===== src/rtl/fifo_rd_pkg.sv =====
// Shared types and helpers for the fifo_ip read-side burst controller.
// State encoding and a constant-safe clog2 used for pointer sizing.
package fifo_rd_pkg;

  typedef enum logic [1:0] {
    RST_WAIT = 2'd0,
    IDLE     = 2'd1,
    BURST    = 2'd2
  } state_e;

  function automatic int clog2(input int v);
    int r;
    r = 0;
    while ((1 << r) < v) r++;
    return r;
  endfunction

endpackage


===== src/rtl/fifo_rd_skid_buf.sv =====
// Small synchronous output buffer between the FIFO read port and the stream.
// Pointers wrap naturally; occ carries one extra bit to tell full from empty.
module fifo_rd_skid_buf
  import fifo_rd_pkg::*;
#(
  parameter int unsigned DEPTH = 4,
  parameter int unsigned W     = 9
) (
  input  logic                  clk,
  input  logic                  rst_n,
  input  logic                  flush_i,
  input  logic                  push_i,
  input  logic [W-1:0]          din_i,
  input  logic                  pop_i,
  output logic [W-1:0]          dout_o,
  output logic [clog2(DEPTH):0] occ_o
);

  localparam int AW = clog2(DEPTH);

  logic [W-1:0]  mem_q [DEPTH];
  logic [AW-1:0] wr_q;
  logic [AW-1:0] rd_q;
  logic [AW:0]   occ_q;
  logic          do_push;
  logic          do_pop;

  assign do_push = push_i && !flush_i;
  assign do_pop  = pop_i && !flush_i && (occ_q != '0);

  always_ff @(posedge clk) begin
    if (do_push) mem_q[wr_q] <= din_i;
  end

  always_ff @(posedge clk or negedge rst_n) begin
    if (!rst_n) begin
      wr_q  <= '0;
      rd_q  <= '0;
      occ_q <= '0;
    end else if (flush_i) begin
      wr_q  <= '0;
      rd_q  <= '0;
      occ_q <= '0;
    end else begin
      if (do_push) wr_q <= wr_q + AW'(1);
      if (do_pop)  rd_q <= rd_q + AW'(1);
      occ_q <= occ_q + (AW+1)'(do_push) - (AW+1)'(do_pop);
    end
  end

  assign dout_o = mem_q[rd_q];
  assign occ_o  = occ_q;

endmodule


===== src/rtl/fifo_burst_reader.sv =====
// Drains fifo_ip in bursts and re-emits words as a valid/ready stream.
// Reads are credit-limited so the output buffer can never overflow.
module fifo_burst_reader
  import fifo_rd_pkg::*;
#(
  parameter int unsigned DATA_W     = 8,
  parameter int unsigned CNT_W      = 8,
  parameter int unsigned BURST_LEN  = 16,
  parameter int unsigned TIMEOUT    = 64,
  parameter int unsigned SKID_DEPTH = 4
) (
  input  logic              rd_clk,
  input  logic              rst_n,
  output logic              fifo_rd_en,
  input  logic [DATA_W-1:0] fifo_dout,
  input  logic              fifo_valid,
  input  logic              fifo_empty,
  input  logic              fifo_underflow,
  input  logic [CNT_W-1:0]  fifo_rd_data_count,
  input  logic              fifo_rd_rst_busy,
  output logic [DATA_W-1:0] m_data,
  output logic              m_valid,
  output logic              m_last,
  input  logic              m_ready,
  output logic              busy,
  output logic              underflow_err,
  input  logic              err_clr
);

  localparam int OW = clog2(SKID_DEPTH) + 1;
  localparam int TW = clog2(TIMEOUT + 1);

  typedef logic [CNT_W-1:0] cnt_t;
  localparam cnt_t BL = cnt_t'(BURST_LEN);

  state_e        state_q;
  cnt_t          blen_q;
  cnt_t          issued_q;
  logic [TW-1:0] timer_q;
  logic          inflight_q;
  logic          last_if_q;
  logic          err_q;
  logic          busy_q;

  logic [OW-1:0] occ;
  logic [OW-1:0] occ_nx;
  logic [DATA_W:0] buf_dout;
  cnt_t          cnt;
  cnt_t          blen_start;
  logic          credit_ok;
  logic          is_last;
  logic          rd_en;
  logic          go_burst;
  logic          push;
  logic          pop;
  logic          has_data;
  logic          nxt_active;

  assign cnt       = fifo_rd_data_count;
  assign credit_ok = (occ + OW'(inflight_q)) < OW'(SKID_DEPTH);
  assign is_last   = issued_q == blen_q - cnt_t'(1);

  assign rd_en = (state_q == BURST) && !fifo_empty
              && !fifo_rd_rst_busy && credit_ok;

  assign go_burst = (state_q == IDLE) && !fifo_rd_rst_busy
                 && ((cnt >= BL)
                  || (timer_q == TW'(TIMEOUT) && !fifo_empty));

  // A lagging count of 0 with the FIFO non-empty still yields one safe read.
  assign blen_start = (cnt >= BL)     ? BL :
                      (cnt == '0)     ? cnt_t'(1) : cnt;

  assign has_data = occ != '0;
  assign push     = fifo_valid && !fifo_rd_rst_busy;
  assign pop      = has_data && m_ready;
  assign occ_nx   = fifo_rd_rst_busy ? '0
                  : occ + OW'(push) - OW'(pop);

  assign nxt_active = fifo_rd_rst_busy || go_burst
                   || (state_q == BURST && !(rd_en && is_last));

  always_ff @(posedge rd_clk or negedge rst_n) begin
    if (!rst_n) begin
      state_q    <= RST_WAIT;
      blen_q     <= '0;
      issued_q   <= '0;
      timer_q    <= '0;
      inflight_q <= 1'b0;
      last_if_q  <= 1'b0;
      err_q      <= 1'b0;
      busy_q     <= 1'b0;
    end else begin
      inflight_q <= rd_en;
      last_if_q  <= rd_en && is_last;
      busy_q     <= nxt_active || (occ_nx != '0);
      if (fifo_underflow || (fifo_valid && !inflight_q))
        err_q <= 1'b1;
      else if (err_clr)
        err_q <= 1'b0;
      if (fifo_rd_rst_busy) begin
        state_q  <= RST_WAIT;
        issued_q <= '0;
        timer_q  <= '0;
      end else begin
        unique case (state_q)
          RST_WAIT: state_q <= IDLE;
          IDLE: begin
            if (go_burst) begin
              state_q  <= BURST;
              blen_q   <= blen_start;
              issued_q <= '0;
              timer_q  <= '0;
            end else if (fifo_empty) begin
              timer_q <= '0;
            end else if (timer_q != TW'(TIMEOUT)) begin
              timer_q <= timer_q + TW'(1);
            end
          end
          BURST: begin
            timer_q <= '0;
            if (rd_en) begin
              issued_q <= issued_q + cnt_t'(1);
              if (is_last) state_q <= IDLE;
            end
          end
          default: state_q <= RST_WAIT;
        endcase
      end
    end
  end

  fifo_rd_skid_buf #(
    .DEPTH (SKID_DEPTH),
    .W     (DATA_W + 1)
  ) u_buf (
    .clk     (rd_clk),
    .rst_n   (rst_n),
    .flush_i (fifo_rd_rst_busy),
    .push_i  (push),
    .din_i   ({last_if_q, fifo_dout}),
    .pop_i   (pop),
    .dout_o  (buf_dout),
    .occ_o   (occ)
  );

  assign fifo_rd_en    = rd_en;
  assign m_valid       = has_data;
  assign m_data        = has_data ? buf_dout[DATA_W-1:0] : '0;
  assign m_last        = has_data && buf_dout[DATA_W];
  assign busy          = busy_q;
  assign underflow_err = err_q;

endmodule


===== config.mk =====
export PLATFORM = sky130hd
export DESIGN_NAME = fifo_burst_reader
export DESIGN_NICKNAME = d
export VERILOG_FILES = /design/src/rtl/fifo_rd_pkg.sv /design/src/rtl/fifo_rd_skid_buf.sv /design/src/rtl/fifo_burst_reader.sv
export SDC_FILE = /design/constraint.sdc
export NUM_CORES = 1
export LEC_CHECK = 0
export ABC_AREA = 1
export BUFFER_PORTS_ARGS = -buffer_cell sky130_fd_sc_hd__buf_2
export CORE_MARGIN = 2
export CORE_UTILIZATION = 35
export DETAILED_ROUTE_END_ITERATION = 10
export GPL_ROUTABILITY_DRIVEN = 0
export HOLD_SLACK_MARGIN = 0.06
export SYNTH_ARGS = -nofsm -noshare
export SYNTH_HDL_FRONTEND = slang
export SYNTH_HIERARCHICAL = 1
export SYNTH_SLANG_ARGS = --single-unit

===== constraint.sdc =====
create_clock -name rd_clk -period 3.2 [get_ports rd_clk]
set_input_delay 0.16 -clock rd_clk [delete_from_list [all_inputs] [get_ports rd_clk]]
set_output_delay 0.16 -clock rd_clk [all_outputs]
set_load 0.1 [all_outputs]

==> results of run 1 <==
## worst reg2reg max path, cell delays in order, from the launching register on
cell	delay, ns
dfrtp_1	0.50
nor2_1	0.15
inv_1	0.06
nor2_2	0.40
nor2_1	0.11
ha_1	0.29
inv_1	0.06
ha_1	0.14
inv_1	0.05
fa_1	0.37
xor2_1	0.16
nand2_1	0.06
nor3_1	0.17
nand2_1	0.07
## stage by stage
stage	total power, mW	util (%)
2_1_floorplan	1.32	-
3_3_place_gp	1.40	39.3
3_5_place_dp	1.41	39.3
4_1_cts	2.30	43.1
5_1_grt	2.37	43.1
6_report	2.27	43.1
## worst max-delay path by stage
| stage | to | startpoint | slack (ns) |
|---|---|---|---|
| finish | busy | u_buf/occ_o[1] | 0.50 |
| global route | u_buf/occ_o[2] | u_buf/occ_o[1] | 0.17 |
| CTS | busy | u_buf/occ_o[1] | 0.19 |
| detailed placement | busy | u_buf/occ_o[1] | 0.22 |
| global placement | u_buf/occ_o[2] | u_buf/occ_o[1] | 0.32 |
| floorplan | busy | u_buf/occ_o[1] | 0.73 |
## power by group through the flow
stage | Sequential (mW) | Clock, mW | Combinational, mW
finish | 1.02 | 0.871 | 0.377
global route | 1.02 | 0.929 | 0.418
CTS | 1.02 | 0.899 | 0.380
detailed placement | 1.04 | 0 | 0.365
global placement | 1.04 | 0 | 0.356
floorplan | 1.06 | 0 | 0.261
## timing repair
action / 4_1_cts / 5_1_grt
setup endpoints to repair: 0 / 3
hold buffers: 15 / 0
resized for setup: 0 / 1
hold endpoints to repair: 73 / 0
## layout make-up
cell class              count  area (sq um)
clock buffers              10           128
multi-input cells         279          1440
clock inverters             6           116
inverters                  77           294
well taps                 136           170
fillers                  1033          5900
repair buffers             53           345
flip-flops and latches     72          1980
## flip-flops by register name, summed over array words and instances (netlist names)
| signal | count |
|---|---|
| issued_q | 8 |
| blen_q | 8 |
| inflight_q | 1 |
| u_buf/mem_q | 36 |
| busy | 1 |
| state_q | 2 |
| u_buf/rd_q | 2 |
| u_buf/occ_o | 3 |
| underflow_err | 1 |
| last_if_q | 1 |
| u_buf/wr_q | 2 |
| timer_q | 7 |
## cells by family (layout without fill, tap and decap cells)
family	Yosys count	after routing
flops	72	72
xor+xnor	7	7
compound gates	54	54
simple gates	204	204
fa+ha+maj	14	14
buf+inv	85	146
## cells in the final DEF, fill, tap and decap left out, types with 2 or more instances in the layout
cell type,count
dfrtp_1,36
nand3_1,33
or2_2,2
nor2_1,71
nor3_1,4
buf_4,2
clkbuf_8,9
buf_2,36
inv_2,4
ha_1,12
o21ai_0,23
dlygate4sd3_1,15
clkinv_4,3
xnor2_1,4
o21ai_1,22
xor2_1,3
a21oi_1,4
o21ai_2,3
nor4_1,3
edfxtp_1,36
nand4_1,7
nand2_1,73
fa_1,2
nand2_2,3
inv_1,72
bufinv_16,3
nor2_4,2
## per-layer routing
| layer | global-route usage [%] | share of wire, % |
|---|---|---|
| met1 | 18.3 | 47 |
| met2 | 24.6 | 48 |
| met3 | 4.24 | 4.5 |
| met4 | 3.39 | 0.62 |
| met5 | 0 | 0 |
==> impl_results.md, run 1 <==
* WP depth at 13
* Setup slack, reg-to-reg at 0.50 ns
* Htree depth at 3
* Avg Cell Area, Syn at 8.62 sq um
* Post-synthesis mux area share at 0%
* CTS max path bufs at 2
* Internal at 1.62 mW
* Initial Util at 36.2%
* R2r worst-path depth at 13
* Floorplan die height at 108 um
* Hold Vio Cnt, Final at 0
* Simple-Gate Fraction of Synth Area at 23.8%
* Worst Tran Pin Value at 0.889 ns
* Async S/R FF share, synth at 50.0%
* TritonCTS Sinks at 72
* Dominant synthesized flop cell: edfxtp_1
* GR Util All Layers at 14.5%
* Max Clock Skew at 0.0105 ns
* HPWL Detailed at 5500 um
* Pwr dens at 507 nW/um^2
* Placeable core area at 10,400 sq um
* Max Cap Violations at 0
* Hold slack at 0.155 ns
* Hold Crit Class: primary input to register
* Clk slew on worst S/H paths at 0.07 ns
* Pin count of the biggest net entering global routing at 37
* Synth top area share at 28.8%
* Ranking of synthesized cells by area: edfxtp_1, dfrtp_1, nand2_1
* Synth-to-Final Area Change at 18.9%
* CP Capture Type: register
* Crit path required time at 3.44 ns
* Unique masters post-synth at 33
* Slowest stage cell, crit path: dfrtp_1
* DRT Pass-1 Iters at 4
* Compound-gate portion of the synthesized area at 7.62%
* Antenna cells at 0
* Net switching power at 0.646 mW
* Die Wd at 108 um
* FF-to-FF Start: u_buf/occ_o[1]
* Global route total overflow at 0
* Post-Synthesis Cells at 436
* Fin crit period at 2.70 ns
* Clock power frac at 38.4%
* Combinational share of power at 16.6%
* EDFF count, synth at 36
* Synth area leader: edfxtp_1
* Maximum clock rate at 0.371 GHz
* Most instantiated library cell after synthesis: nand2_1
* Total wire length at 7720 um
* Slowest stage delay, CP at 0.50 ns
* Fin worst setup slack at 0.503 ns
* CTS Buf Count at 9
* Status: finished clean
* Hold path cells at 4
* DRT iter0 DRCs at 131
* Cell area after synthesis at 3760 sq um
* First-pass GRT wire length at 13,200 um
* Top cells by count, synth: nand2_1, inv_1, nor2_1, dfrtp_1, edfxtp_1
* #FFs+latches synth at 72
* DRC Markers at 0
* Root Driver: clkbuf_8
* Crit Path Class: register to register
* Tcrit/Tclk final at 84.3%
* CP arrival at 2.93 ns
* Adder-Cell Fraction of Synth Area at 5.06%
* Relative slew margins at 40.5%
* Pleak at 2.11 nW
* CP Launch Type: register
* # rows at 37
* Via count at 2,959
* Final antenna-violating net count at 0
* Yosys warning count at 6
* Wirelength per Cell at 12.2 um
* Placement Cell Area at 4070 sq um
* Nets at 530
* Die area at 11,600 sq um
* Layout cells sized above 1 at 14.3%
* Buffers on Ports at 36
* CTS tree: built
* RR Endpoint: busy
* Vias in the first global route at 2,833
* End of the worst hold path: timer_q[1]
* Finish-stage setup viols at 0
* Worst path cell trace: nor2_1 -> inv_1 -> nor2_2 -> nor2_1 -> ha_1 -> inv_1 -> ha_1 -> inv_1 -> fa_1 -> xor2_1 -> nand2_1 -> nor3_1 -> nand2_1
* Placed Instances at 602
* CP most frequent cell: inv_1
* Latest clock arrival within the worst-skew pair at 0.35 ns
* Dpl ws at 0.215 ns
* Post-Route Setup TNS at 0 ns
* Max FO, Critical Path at 11
* Max rail drop VDD at 275 uV
* Post-CTS Setup Bufs at 0
* RSZ-0062 raised after global routing: no
* Largest family of logic cells by synthesized area: simple AND/OR/NAND/NOR gates
* Synthesized Nets at 474
* Buf/Inv on CP at 3
* DR vias/cell at 4.67
* Slew Limit Fails at 0
* Sw frac at 28.5%
* Top Family by Delay on Critical Path: simple AND/OR/NAND/NOR gates
* Ports at 37
* Register area share after synthesis at 52.7%
* Post-Synth XOR/XNOR Area at 1.63%
* Sequential power share at 45.0%
* Final Cell Area at 4470 sq um
* Non-Filler Instances at 633
* Initial antenna violation count at 0
* Worst Hold Launch: fifo_empty
(Power assumes the default switching activity.)
==> run 2: changes to the inputs <==
==> constraint.sdc (replaced) <==
create_clock -name rd_clk -period 2.65 [get_ports rd_clk]
set_input_delay 0.1325 -clock rd_clk [delete_from_list [all_inputs] [get_ports rd_clk]]
set_output_delay 0.1325 -clock rd_clk [all_outputs]
set_load 0.1 [all_outputs]
==> impl_results.md, run 2 (same netlist as run 1, synthesis figures left out) <==
* Die area at 11,600 sq um (unchanged)
* Crit path required time at 2.94 ns (-0.50 ns)
* Slew Limit Fails at 0 (unchanged)
* Antenna cells at 0 (unchanged)
* Net switching power at 0.811 mW (+26%)
* Worst Hold Launch: fifo_rd_rst_busy
* Initial antenna violation count at 0 (unchanged)
* DRT Pass-1 Iters at 4 (unchanged)
* R2r worst-path depth at 16 (+3)
* Latest clock arrival within the worst-skew pair at 0.36 ns (about the same)
* Max FO, Critical Path at 6 (-5)
* Hold Vio Cnt, Final at 0 (unchanged)
* Buffers on Ports at 36 (unchanged)
* FF-to-FF Start: u_buf/occ_o[2]
* CTS tree: built
* Max Clock Skew at 0.0117 ns (+0.00116 ns)
* Most flops, register: u_buf/mem_q
* Global route total overflow at 0 (unchanged)
* # rows at 37 (unchanged)
* Fin worst setup slack at 0.371 ns (-0.132 ns)
* DRC Markers at 0 (unchanged)
* Total wire length at 7690 um (-0.49%)
* Tcrit/Tclk final at 86.0% (+1.7 points)
* Final antenna-violating net count at 0 (unchanged)
* Relative slew margins at 44.2% (+3.7 points)
* Met2 Use GR at 24.7% (+0.045 points)
* Pin count of the biggest net entering global routing at 37 (unchanged)
* Post-Route Setup TNS at 0 ns (unchanged)
* Layout cells sized above 1 at 15.1% (+0.85 points)
* Floorplan die height at 108 um (unchanged)
* Finish-stage setup viols at 0 (unchanged)
* Post-CTS Setup Bufs at 0 (unchanged)
* Sequential power share at 47.5% (+2.5 points)
* Internal at 1.78 mW (+9.5%)
* Met3 usage at 3.93% (-0.30 points)
* Core Util, Final at 43.0% (-0.072 points)
* Vias in the first global route at 2,824 (-0.32%)
* Worst Tran Pin Value at 0.837 ns (-0.0527 ns)
* TritonCTS Sinks at 72 (unchanged)
* Combinational share of power at 17.8% (+1.2 points)
* Global route hottest layer: met2
* Wirelength per Cell at 12.0 um (-1.3%)
* CP Capture Type: register
* Sw frac at 31.3% (+2.9 points)
* CTS max path bufs at 2 (unchanged)
* Hold Crit Class: primary input to register
* Biggest regs: u_buf/mem_q: 36 flops, blen_q: 8 flops, issued_q: 8 flops
* Status: finished clean
* CP arrival at 2.57 ns (-0.36 ns)
* GR Util met1 at 17.9% (-0.44 points)
* Max rail drop VDD at 247 uV (-10%)
* Placeable core area at 10,400 sq um (unchanged)
* DRT iter0 DRCs at 129 (-1.5%)
* Total power at 2.59 mW (+14%)
* Crit Path Class: register to register
* Pwr dens at 580 nW/um^2 (+14%)
* RSZ-0062 raised after global routing: no
* Most frequent cells in the layout: nand2_1, inv_1, nor2_1
* HPWL Detailed at 5480 um (-0.39%)
* CP startpoint: u_buf/occ_o[2]
* Root Driver: clkbuf_8
* Clock power frac at 34.8% (-3.6 points)
* Dpl ws at 0.366 ns (+0.151 ns)
* Fin crit period at 2.28 ns (-0.418 ns)
* Via count at 2,941 (-0.61%)
* Htree depth at 3 (unchanged)
* Maximum clock rate at 0.439 GHz (+18%)
* First-pass GRT wire length at 13,100 um (-0.90%)
* CP Launch Type: register
* Hold path cells at 2 (-2)
* DR vias/cell at 4.61 (-1.4%)
* Commonest non-fill, non-tap cell in the layout: nand2_1
* Pleak at 2.12 nW (+0.30%)
* Max reg flops at 36 (unchanged)
* Synth-to-Final Area Change at 18.7%
* Initial Util at 36.2% (unchanged)
* Max Cap Violations at 0 (unchanged)
* Die Wd at 108 um (unchanged)
* Nets at 535 (+0.94%)
* Ports at 37 (unchanged)
* GR Util All Layers at 14.5% (-0.059 points)
* CTS Buf Count at 9 (unchanged)
* Clk slew on worst S/H paths at 0.08 ns (about the same)
==> run 2: changes by cell type in the layout (fill, tap and decap cells not counted) <==
| cell | before | now |
|---|---|---|
| nor2_1 | 71 | 72 |
| inv_6 | 1 | 2 |
| clkinv_4 | 3 | 2 |
| buf_4 | 2 | 7 |
| inv_8 | 0 | 1 |
| bufinv_16 | 3 | 1 |
| clkbuf_1 | 1 | 0 |
| nor2_2 | 1 | 0 |
| clkinvlp_2 | 0 | 1 |
| clkinv_2 | 0 | 1 |
==> run 2: per-layer routing <==
layer  share of wire, %  up-vias  wire [um]
li1                   -     1514          -
met1                 48     1367       3660
met2                 48       53       3680
met3                3.5        7        268
met4               0.99        0         76
met5                  0        -          0
==> run 2: final timing paths <==
kind | end | slack, ns
min in group asynchronous | blen_q[0] | 0.41
setup reg to reg | u_buf/occ_o[2] | 0.37
setup / recovery | u_buf/occ_o[2] | 0.37
hold / removal | u_buf/occ_o[0] | 0.10
hold reg to reg | u_buf/mem_q[2][8] | 0.48
max in group asynchronous | issued_q[6] | 1.71
==> run 2: cell type report <==
type,count,area (sq um)
Clock buffer,9,124
Fill cell,1014,5910
Tap cell,136,170
Inverter,77,294
Multi-Input combinational cell,279,1430
Clock inverter,7,77.6
Sequential cell,72,1980
Timing Repair Buffer,58,383
==> run 2: power by group through the flow <==
stage | logic (mW) | clock network (mW) | registers, mW
3_3_place_gp | 0.439 | 0 | 1.25
3_5_place_dp | 0.447 | 0 | 1.25
2_1_floorplan | 0.315 | 0 | 1.27
6_report | 0.460 | 0.899 | 1.23
5_1_grt | 0.518 | 0.978 | 1.23
4_1_cts | 0.466 | 0.928 | 1.23
==> run 2: worst max-delay path, cell delays in order, from the launching register on <==
cell and delay (ns):
dfrtp_1 0.43, nor2_1 0.06, inv_1 0.08, nor2_1 0.06, nor2_1 0.14, inv_1 0.05, nor2_1 0.16, nand2_1 0.12
inv_1 0.07, ha_1 0.22, inv_1 0.06, ha_1 0.14, inv_1 0.05, fa_1 0.37, nand3_1 0.09, nand2_1 0.05
nor2_1 0.08
==> run 2: metrics by stage <==
step / hold WS, ns / instance area (sq um) / std cells
5_1_grt: 0.103 / 4460 / 638
3_3_place_gp: 0.281 / 4110 / 607
4_1_cts: 0.0832 / 4460 / 638
2_1_floorplan: -0.163 / 3760 / 436
6_report: 0.103 / 4460 / 638
3_5_place_dp: 0.284 / 4110 / 607
==> run 2: what timing repair did <==
| action | in CTS | in global routing |
|---|---|---|
| setup endpoints to repair | 0 | 0 |
| hold buffers | 15 | 0 |
| resized for setup | 0 | 0 |
| endpoints found under the hold margin | 73 | 0 |
==> run 3: changes to the inputs <==
--- a/config.mk
+++ b/config.mk
@@ -7,11 +7,11 @@
 export LEC_CHECK = 0
 export ABC_AREA = 1
 export BUFFER_PORTS_ARGS = -buffer_cell sky130_fd_sc_hd__buf_2
-export CORE_MARGIN = 2
-export CORE_UTILIZATION = 35
+export CORE_MARGIN = 4
+export CORE_UTILIZATION = 59
 export DETAILED_ROUTE_END_ITERATION = 10
 export GPL_ROUTABILITY_DRIVEN = 0
-export HOLD_SLACK_MARGIN = 0.06
+export PLACE_DENSITY = 0.8
 export SYNTH_ARGS = -nofsm -noshare
 export SYNTH_HDL_FRONTEND = slang
 export SYNTH_HIERARCHICAL = 1
==> impl_results.md, run 3 (same netlist as run 1, synthesis figures left out) <==
* Post-Route Setup TNS at 0 ns (unchanged)
* Top Family by Delay on Critical Path: buffers and inverters
* HPWL Detailed at 5230 um (-4.5%)
* Slew Limit Fails at 0 (unchanged)
* Wirelength per Cell at 12.9 um (+6.9%)
* First-pass GRT wire length at 12,800 um (-1.9%)
* CTS max path bufs at 2 (unchanged)
* Final Cell Area at 4300 sq um (-3.7%)
* Core Util, Final at 70.9% (+28 points)
* CP Capture Type: output port
* Fillers at 454 (-55%)
* Initial antenna violation count at 0 (unchanged)
* Hold Crit Class: primary input to register
* CP arrival at 2.26 ns (-0.31 ns)
* CTS Buf Count at 9 (unchanged)
* Synth-to-Final Area Change at 14.3%
* Crit path required time at 2.52 ns (-0.42 ns)
* Floorplan die height at 87.8 um (-18%)
* R2r worst-path depth at 15 (-1)
* Placement Cell Area at 4030 sq um (-2.0%)
* Max Clock Skew at 0.0127 ns (+0.000999 ns)
* Most flops, register: u_buf/mem_q
* DRC Markers at 0 (unchanged)
* Latest clock arrival within the worst-skew pair at 0.34 ns (-0.02 ns)
* TritonCTS Sinks at 72 (unchanged)
* Die area at 7710 sq um (-33%)
* DRT Pass-1 Iters at 4 (unchanged)
* Worst Tran Pin Value at 0.831 ns (-0.00593 ns)
* Tcrit/Tclk final at 90.3% (+4.3 points)
* RSZ-0062 raised after global routing: no
* Max Cap Violations at 0 (unchanged)
* Fin crit period at 2.39 ns (+0.114 ns)
* Placeable core area at 6060 sq um (-42%)
* Total wire length at 7350 um (-4.4%)
* Vias in the first global route at 2,860 (+1.3%)
* DR vias/cell at 5.12 (+11%)
* Pleak at 2.07 nW (-2.1%)
* Worst path cell trace: inv_2 -> o21ai_0 -> o21ai_1 -> inv_1 -> nor2_1 -> buf_2
* Buf/Inv on CP at 3 (-2)
* Hold Vio Cnt, Final at 0 (unchanged)
* Htree depth at 3 (unchanged)
* # rows at 28 (-24%)
* Buffers on Ports at 36 (unchanged)
* Layout cells sized above 1 at 14.9% (-0.22 points)
* Finish-stage setup viols at 0 (unchanged)
* GR Util All Layers at 21.6% (+7.2 points)
* Maximum clock rate at 0.418 GHz (-4.8%)
* Register area at 1980 sq um (unchanged)
* Max FO, Critical Path at 21 (+15)
* Final antenna-violating net count at 0 (unchanged)
* Die Wd at 87.8 um (-18%)
* DRT iter0 DRCs at 200 (+55%)
* CP Launch Type: register
* Crit Path Class: register to output port
* Initial Util at 62.0% (+26 points)
* Slowest stage delay, CP at 0.65 ns (+0.22 ns)
* Max reg flops at 36 (unchanged)
* Max rail drop VDD at 357 uV (+45%)
* Global route total overflow at 0 (unchanged)
* Biggest regs: u_buf/mem_q: 36 flops, blen_q: 8 flops, issued_q: 8 flops
* Pin count of the biggest net entering global routing at 37 (unchanged)
* Via count at 2,924 (-0.58%)
* Slowest stage cell, crit path: dfrtp_1
* CTS tree: built
* Root Driver: clkbuf_8
* Status: finished clean
* Hold path cells at 1 (-1)
* Antenna cells at 0 (unchanged)
* Footprint of the multi-input gates at 1430 sq um (unchanged)
* Nets at 529 (-1.1%)
* Pwr dens at 567 nW/um^2 (-2.2%)
* Commonest non-fill, non-tap cell in the layout: nand2_1
* WP depth at 6 (-10)
* Ports at 37 (unchanged)
* Clk slew on worst S/H paths at 0.08 ns (about the same)
* Most frequent cells in the layout: nand2_1, inv_1, nor2_1
* Relative slew margins at 44.6% (+0.40 points)
## run 3: cell count changes in the layout (fill, tap and decap cells not counted), sizes merged
cell and delta:
dlygate4sd3 -5, clkbuf +1, clkinvlp +1, inv -1, buf -1, bufinv -1
## run 3: per-stage QoR
stage          cells  power [mW]  hold slack [ns]  worst slack [ns]
2_1_floorplan    436        1.59           -0.163             0.176
3_3_place_gp     545        1.68            0.263             0.498
6_report         571        2.44           0.0143             0.257
3_5_place_dp     545        1.69            0.280             0.349
4_1_cts          569        2.45         0.000113             0.234
5_1_grt          571        2.56          0.00897         0.0000238
## run 3: area by class of cell
type                       instances  area share (%)
sequential                        72            46.1
multi-input combinational        279            33.3
timing repair buffer              52            7.57
inverter                          77            6.84
clock buffer                      10            2.97
tap                               75            2.18
clock inverter                     6           0.990
## run 3: where the power goes
group	switching, mW	internal [mW]	total, mW
clock	0.413	0.343	0.756
combinational	0.328	0.122	0.449
sequential	0.0261	1.20	1.23
## run 3: final timing paths
check                          startpoint                end  slack [ns]
setup / recovery            u_buf/rd_q[0]          m_data[2]        0.26
hold / removal               fifo_dout[1]  u_buf/mem_q[3][1]        0.01
setup reg to reg           u_buf/occ_o[2]     u_buf/occ_o[2]        0.30
hold reg to reg                 last_if_q  u_buf/mem_q[3][8]        0.51
max in group asynchronous           rst_n     u_buf/occ_o[0]        1.69
min in group asynchronous           rst_n          blen_q[0]        0.42
## run 3: repair_timing
action	4_1_cts	5_1_grt
hold buffers	8	2
setup buffers	0	0
resized for setup	0	0
hold endpoints to repair	55	5
## run 3: layer usage
metal / up-vias / track usage (%) / share of wire, %
met2: 62 / 34.7 / 48
met1: 1350 / 29.4 / 47
li1: 1506 / - / -
met3: 6 / 4.70 / 4.3
met5: - / 0 / 0
met4: 0 / 7.53 / 0.98
